==> config.mk <==
export PLATFORM = sky130hd
export DESIGN_NAME = interboard_tx_sched
export DESIGN_NICKNAME = d
export VERILOG_FILES = /design/src/rtl/interboard_tx_sched.sv
export SDC_FILE = /design/constraint.sdc
export NUM_CORES = 1
export LEC_CHECK = 0
export ABC_AREA = 1
export CAP_MARGIN = 10
export CORE_AREA = 5 5 106 108
export DETAILED_ROUTE_END_ITERATION = 12
export DIE_AREA = 0 0 111 113
export GPL_ROUTABILITY_DRIVEN = 0
export PLACE_DENSITY_LB_ADDON = 0.05
export SYNTH_ARGS = -nofsm -noshare
export SYNTH_HDL_FRONTEND = slang
export SYNTH_SLANG_ARGS = --single-unit
==> constraint.sdc <==
create_clock -name clk -period 2.4 [get_ports clk]
set_input_delay 0.48 -clock clk [delete_from_list [all_inputs] [get_ports clk]]
set_output_delay 0.48 -clock clk [all_outputs]
set_load 0.005 [all_outputs]
==> src/rtl/interboard_tx_sched.sv <==
`default_nettype none
// ============================================================================
// Module   : interboard_tx_sched
// Purpose  : Shares the interboard transmit link between source A (game
//            controller) and source B (system/reset logic). Each source has
//            a small FIFO. The scheduler grants one source and sends its head
//            message to the link sender. It then waits for the link-level
//            acknowledge and re-sends on timeout, up to MAX_RETRY times,
//            before dropping the message and flagging tx_err.
// Config   : TX_RR_EN defined   -> round-robin between A and B
//            TX_RR_EN undefined -> fixed priority, A before B
// Revision : 1.0  initial release
// ============================================================================
module interboard_tx_sched #(
    parameter int DEPTH     = 4,       // power of 2, >= 2
    parameter int TIMEOUT   = 100000,  // >= 2
    parameter int MAX_RETRY = 3
) (
    input  logic       clk,
    input  logic       rst_n,
    input  logic       a_en,
    input  logic [2:0] a_msg_type,
    input  logic [4:0] a_number,
    output logic       a_full,
    input  logic       b_en,
    input  logic [2:0] b_msg_type,
    input  logic [4:0] b_number,
    output logic       b_full,
    input  logic       link_ready,
    input  logic       link_done,
    output logic       link_en,
    output logic [2:0] link_msg_type,
    output logic [4:0] link_number,
    output logic       busy,
    output logic [1:0] overflow,
    output logic       tx_err
);

    localparam int PTR_W = $clog2(DEPTH);
    localparam int CNT_W = PTR_W + 1;
    localparam int TMO_W = $clog2(TIMEOUT);
    localparam int RTY_W = $clog2(MAX_RETRY + 1);

    localparam logic [CNT_W-1:0] CNT_FULL  = CNT_W'(DEPTH);
    localparam logic [TMO_W-1:0] TMO_LAST  = TMO_W'(TIMEOUT - 1);
    localparam logic [RTY_W-1:0] RETRY_MAX = RTY_W'(MAX_RETRY);

    localparam logic [1:0] ST_IDLE  = 2'd0;
    localparam logic [1:0] ST_ISSUE = 2'd1;
    localparam logic [1:0] ST_WAIT  = 2'd2;

    // Per-source views, index 0 = A, index 1 = B
    logic [1:0] w_en;
    logic [7:0] w_data [2];
    logic [7:0] w_head [2];
    logic [1:0] w_empty;
    logic [1:0] w_full;
    logic [1:0] w_ovf;
    logic [1:0] w_pop;

    assign w_en      = {b_en, a_en};
    assign w_data[0] = {a_msg_type, a_number};
    assign w_data[1] = {b_msg_type, b_number};

    // ------------------------------------------------------------------
    // Source FIFOs
    // ------------------------------------------------------------------
    generate
        for (genvar s = 0; s < 2; s++) begin : g_src
            logic [7:0]       mem_q [DEPTH];
            logic [7:0]       mem_d [DEPTH];
            logic [PTR_W-1:0] wr_ptr_q, wr_ptr_d;
            logic [PTR_W-1:0] rd_ptr_q, rd_ptr_d;
            logic [CNT_W-1:0] cnt_q, cnt_d;
            logic             full_q, full_d;
            logic             ovf_q, ovf_d;
            logic             w_wr;
            logic             w_rd;

            // Write when not full (judged on the current count, so a
            // simultaneous pop never rescues a write into a full FIFO).
            always_comb begin
                w_wr     = w_en[s] && (cnt_q != CNT_FULL);
                w_rd     = w_pop[s] && (cnt_q != '0);
                mem_d    = mem_q;
                wr_ptr_d = wr_ptr_q;
                rd_ptr_d = rd_ptr_q;
                cnt_d    = cnt_q;
                if (w_wr) begin
                    mem_d[wr_ptr_q] = w_data[s];
                    wr_ptr_d        = wr_ptr_q + PTR_W'(1);
                end
                if (w_rd) begin
                    rd_ptr_d = rd_ptr_q + PTR_W'(1);
                end
                case ({w_wr, w_rd})
                    2'b10:   cnt_d = cnt_q + CNT_W'(1);
                    2'b01:   cnt_d = cnt_q - CNT_W'(1);
                    default: cnt_d = cnt_q;
                endcase
                full_d = (cnt_d == CNT_FULL);
                ovf_d  = ovf_q | (w_en[s] && (cnt_q == CNT_FULL));
            end

            // FIFO storage, pointers, count and sticky overflow
            always_ff @(posedge clk or negedge rst_n) begin
                if (!rst_n) begin
                    for (int i = 0; i < DEPTH; i++) begin
                        mem_q[i] <= '0;
                    end
                    wr_ptr_q <= '0;
                    rd_ptr_q <= '0;
                    cnt_q    <= '0;
                    full_q   <= 1'b0;
                    ovf_q    <= 1'b0;
                end else begin
                    mem_q    <= mem_d;
                    wr_ptr_q <= wr_ptr_d;
                    rd_ptr_q <= rd_ptr_d;
                    cnt_q    <= cnt_d;
                    full_q   <= full_d;
                    ovf_q    <= ovf_d;
                end
            end

            assign w_head[s]  = mem_q[rd_ptr_q];
            assign w_empty[s] = (cnt_q == '0);
            assign w_full[s]  = full_q;
            assign w_ovf[s]   = ovf_q;
        end
    endgenerate

    // ------------------------------------------------------------------
    // Scheduler state and datapath
    // ------------------------------------------------------------------
    logic [1:0]       state_q, state_d;
    logic [TMO_W-1:0] tmo_q, tmo_d;
    logic [RTY_W-1:0] retry_q, retry_d;
    logic [2:0]       type_q, type_d;
    logic [4:0]       num_q, num_d;
    logic             tx_err_q, tx_err_d;
    logic             w_grant_b;
    logic             w_start;
    logic             w_timeout;

`ifdef TX_RR_EN
    logic             last_b_q, last_b_d;   // 1: B got the last grant

    // Round-robin: on a tie the source not granted last time wins
    always_comb begin
        w_grant_b = w_empty[0] | (~w_empty[1] & ~last_b_q);
    end
`else
    // Fixed priority: B only when A has nothing queued
    always_comb begin
        w_grant_b = w_empty[0];
    end
`endif

    // Issue and timeout qualifiers
    always_comb begin
        w_start   = (state_q == ST_IDLE) && link_ready && !(&w_empty);
        w_timeout = (tmo_q == TMO_LAST);
    end

    // State register
    always_ff @(posedge clk or negedge rst_n) begin
        if (!rst_n) begin
            state_q <= ST_IDLE;
        end else begin
            state_q <= state_d;
        end
    end

    // Next-state logic; an acknowledge beats a coincident timeout
    always_comb begin
        state_d = state_q;
        case (state_q)
            ST_IDLE: begin
                if (w_start) begin
                    state_d = ST_ISSUE;
                end
            end
            ST_ISSUE: begin
                state_d = ST_WAIT;
            end
            ST_WAIT: begin
                if (link_done) begin
                    state_d = ST_IDLE;
                end else if (w_timeout) begin
                    state_d = (retry_q == RETRY_MAX) ? ST_IDLE : ST_ISSUE;
                end
            end
            default: begin
                state_d = ST_IDLE;
            end
        endcase
    end

    // Datapath next values: pop/latch payload, timeout and retry counting
    always_comb begin
        w_pop    = 2'b00;
        type_d   = type_q;
        num_d    = num_q;
        tmo_d    = tmo_q;
        retry_d  = retry_q;
        tx_err_d = tx_err_q;
`ifdef TX_RR_EN
        last_b_d = last_b_q;
`endif
        case (state_q)
            ST_IDLE: begin
                if (w_start) begin
                    w_pop  = w_grant_b ? 2'b10 : 2'b01;
                    type_d = w_grant_b ? w_head[1][7:5] : w_head[0][7:5];
                    num_d  = w_grant_b ? w_head[1][4:0] : w_head[0][4:0];
`ifdef TX_RR_EN
                    last_b_d = w_grant_b;
`endif
                end
            end
            ST_ISSUE: begin
                tmo_d = '0;
            end
            ST_WAIT: begin
                if (link_done) begin
                    retry_d = '0;
                end else if (w_timeout) begin
                    if (retry_q == RETRY_MAX) begin
                        tx_err_d = 1'b1;
                        retry_d  = '0;
                    end else begin
                        retry_d = retry_q + RTY_W'(1);
                    end
                end else begin
                    tmo_d = tmo_q + TMO_W'(1);
                end
            end
            default: begin
                tmo_d = '0;
            end
        endcase
    end

    // Datapath registers
    always_ff @(posedge clk or negedge rst_n) begin
        if (!rst_n) begin
            tmo_q    <= '0;
            retry_q  <= '0;
            type_q   <= '0;
            num_q    <= '0;
            tx_err_q <= 1'b0;
`ifdef TX_RR_EN
            last_b_q <= 1'b1;
`endif
        end else begin
            tmo_q    <= tmo_d;
            retry_q  <= retry_d;
            type_q   <= type_d;
            num_q    <= num_d;
            tx_err_q <= tx_err_d;
`ifdef TX_RR_EN
            last_b_q <= last_b_d;
`endif
        end
    end

    // Output decode
    always_comb begin
        link_en       = (state_q == ST_ISSUE);
        busy          = (state_q != ST_IDLE);
        link_msg_type = type_q;
        link_number   = num_q;
        tx_err        = tx_err_q;
        overflow      = w_ovf;
        a_full        = w_full[0];
        b_full        = w_full[1];
    end

endmodule
`default_nettype wire
==> flow_summary.yaml <==
worst_setup_path:
  timing.rr.start: "state_q[0]"
  critical_path.startpoint: "link_ready"
  path_cells: "clkdlybuf4s50_1 -> inv_1 -> nor2_1 -> buf_4 -> nand2_2 -> inv_1 -> ha_1 -> inv_1 -> fa_2 -> a21oi_2 -> o21ai_0 -> xor2_1 -> nor3b_2"
  slowest_stage: "clkdlybuf4s50_1"
  critPathRequiredTime_ns: 2.66
  crit_arrival_ns: 2.48
  crit_type: "input pin to flop"
  cp-end-kind: "flop"
  crit_top_cell: "inv_1"
  max_stage_delay_ns: 0.46
  start_kind: "input pin"
  crit_fanout: 3
sta:
  period_needed_ns: 2.223
  fin_crit_sh: 0.9262
  holdWs_ns: 0.4753
  fin_ws_ns: 0.1771
  tns_ns: 0
  setup_viol: 0
  hold_viol: 0
  worst_pin_slew_ns: 0.6209
  relSlewSlack: 0.5852
  timing.final.max_slew_violations: 0
  fmax_mhz: 449.9
  rsz0062_at_grt: "no"
  fin_skew_ns: 0.007114
global_routing:
  grt_first_pass_wirelength_um: 20320
  grt_usage: 0.1983
  first_global_vias: 4339
  grt_overflow: 0
  grt_max_degree: 97
  grt_antenna_before_repair: 0
placement:
  dp.cells: 817
  dpl.hpwl_um: 8160
  place_ws_ns: -0.3592
  placed_area_mm2: 0.005988
  io_buffers: 36
die:
  core_area_mm2: 0.01014
  fp-row-count: 37
  ios: 37
  die_x_um: 111
  dieArea_mm2: 0.01254
  fp.dieH_um: 113
  initial_utilization: 0.5361
power:
  peakVddDrop_mv: 0.6010
  power_mw: 7.298
  leakage_nw: 3.001
  powerDensity_mw_per_mm2: 1168
synthesis:
  synth-seq-cells: 112
  synth_area_per_cell_um2: 8.375
  yosys_warnings: 0
  syn_area_mm2: 0.005435
  synth_top_area_cell: "dfrtp_1"
  synth_edf_count: 0
  synth_top_area_frac: 0.5157
  ys_types: 35
  synth_fp_nets: 685
  synth_cells: 649
  ys_async_sr_fraction: 1.000
  synth_seq_area_share: 0.5157
  yosys-top-cells-area: "dfrtp_1, nand2_1, o21ai_0, nor2_1, inv_1"
  synth_ff_type: "dfrtp_1"
finish:
  mostFrequentLayoutCells: "nand2_1, dfrtp_1, o21ai_0, nor2_1, inv_1"
  fin_nets: 730
  drive_gt1_frac: 0.08596
  area_delta_synth_final_pct: 14.92
  fin_util: 0.6161
  stdcell_area_mm2: 0.006246
  final_cells: 834
  final_common_cell: "nand2_1"
  diodes: 0
drt:
  firstDrtPassIters: 6
  drtIter0Drc: 305
  drc: 0
  wl_per_cell_um: 13.99
  drt-total-wl_um: 11670
  ant_nets: 0
  vias: 4346
  vias_per_cell: 5.211
clocking:
  cts_tree: "done"
  clock_latency_ns: 0.38
  cts_buffers: 9
  cts.sinks: 112
  cts_buffer_depth: 2
  root_buffer: "clkbuf_8"
  htree_levels: 3
  cts.clk_slew.worst_paths_ns: 0.10
worst_hold_path:
  min_from: "tx_err"
  hp-class: "flop to flop"
run:
  maxCapViolations: 0
outcome:
  status: "finished clean"
## Yosys cell counts, types with 2 or more instances
library cell  number
clkinv_1           2
xor2_1            10
inv_2              5
xnor2_1            2
nor2_4             2
nand4_1            2
nor2_1            79
o21ai_0           97
o211ai_1           8
buf_4              2
nand2_4            4
nand3_2            2
nor3b_1            2
fa_1               2
a21oi_1            6
inv_1             48
dfrtp_1          112
ha_1              12
clkbuf_1           4
nand3_1           28
nand2_1          173
buf_2             14
or2_2              3
o21bai_1          12
o221ai_1           8
## path summary, 6_finish.rpt
kind	endpoint	slack (ns)	depth (start not counted)
setup / recovery	a_full	0.18	13
hold / removal	tx_err	0.48	1
setup reg to reg	b_full	0.19	14
hold reg to reg	tx_err	0.48	1
max in group asynchronous	g_src[1].mem_q[25]	1.11	3
min in group asynchronous	g_src[0].wr_ptr_q[1]	0.51	2
## cells by family after synthesis
family	Yosys count	synth area share
DFF	112	0.5157
buffers and inverters	76	0.05916
xor gates and xnor gates	12	0.01934
adders and majority gates	14	0.03499
AOI/OAI and AO/OA	136	0.1420
and+or+nand+nor	299	0.2288
## layout make-up
class                           instances  area, um^2
Multi-Input combinational cell        461        2338
Clock buffer                           10       127.6
Sequential cell                       112        2803
Clock inverter                          5       81.33
Fill cell                             918        3892
Tap cell                              136       170.2
Inverter                               55       206.4
Timing Repair Buffer                   55       519.2
## registers in the layout, indices dropped and copies added, names as in the netlist
signal          flops
link_msg_type       3
tx_err              1
g_src.mem_q        64
b_full              1
state_q             2
link_number         5
tmo_q              17
g_src.cnt_q         6
g_src.wr_ptr_q      4
g_src.rd_ptr_q      4
retry_q             2
g_src.ovf_q         2
a_full              1
## timing repair
action	CTS	global route
hold buffers	1	0
gates resized for setup	0	11
hold endpoints to repair	16	0
endpoints found under the setup margin	0	2
buffers inserted	0	1
## routing by layer
layer  vias up  wire length [um]  GRT usage
met5         -                 0          0
met4         0               214    0.06568
met3        22               546    0.04385
met2        85              5643     0.3378
met1      2050              5263     0.2529
li1       2189                 -          -
## power by group
group	switching [mW]	internal, mW
combinational	1.75	1.23
clock	0.621	0.585
sequential	0.497	2.62
total	2.87	4.43
## worst max-delay path: cells and delay by family
kind / cells / cell delay [ns]
xor+xnor: 1 / 0.18
compound gates: 2 / 0.24
buf+inv: 5 / 0.77
fa+ha+maj: 2 / 0.48
simple gates: 3 / 0.32
No activity file was read; power rests on OpenSTA's default activity.
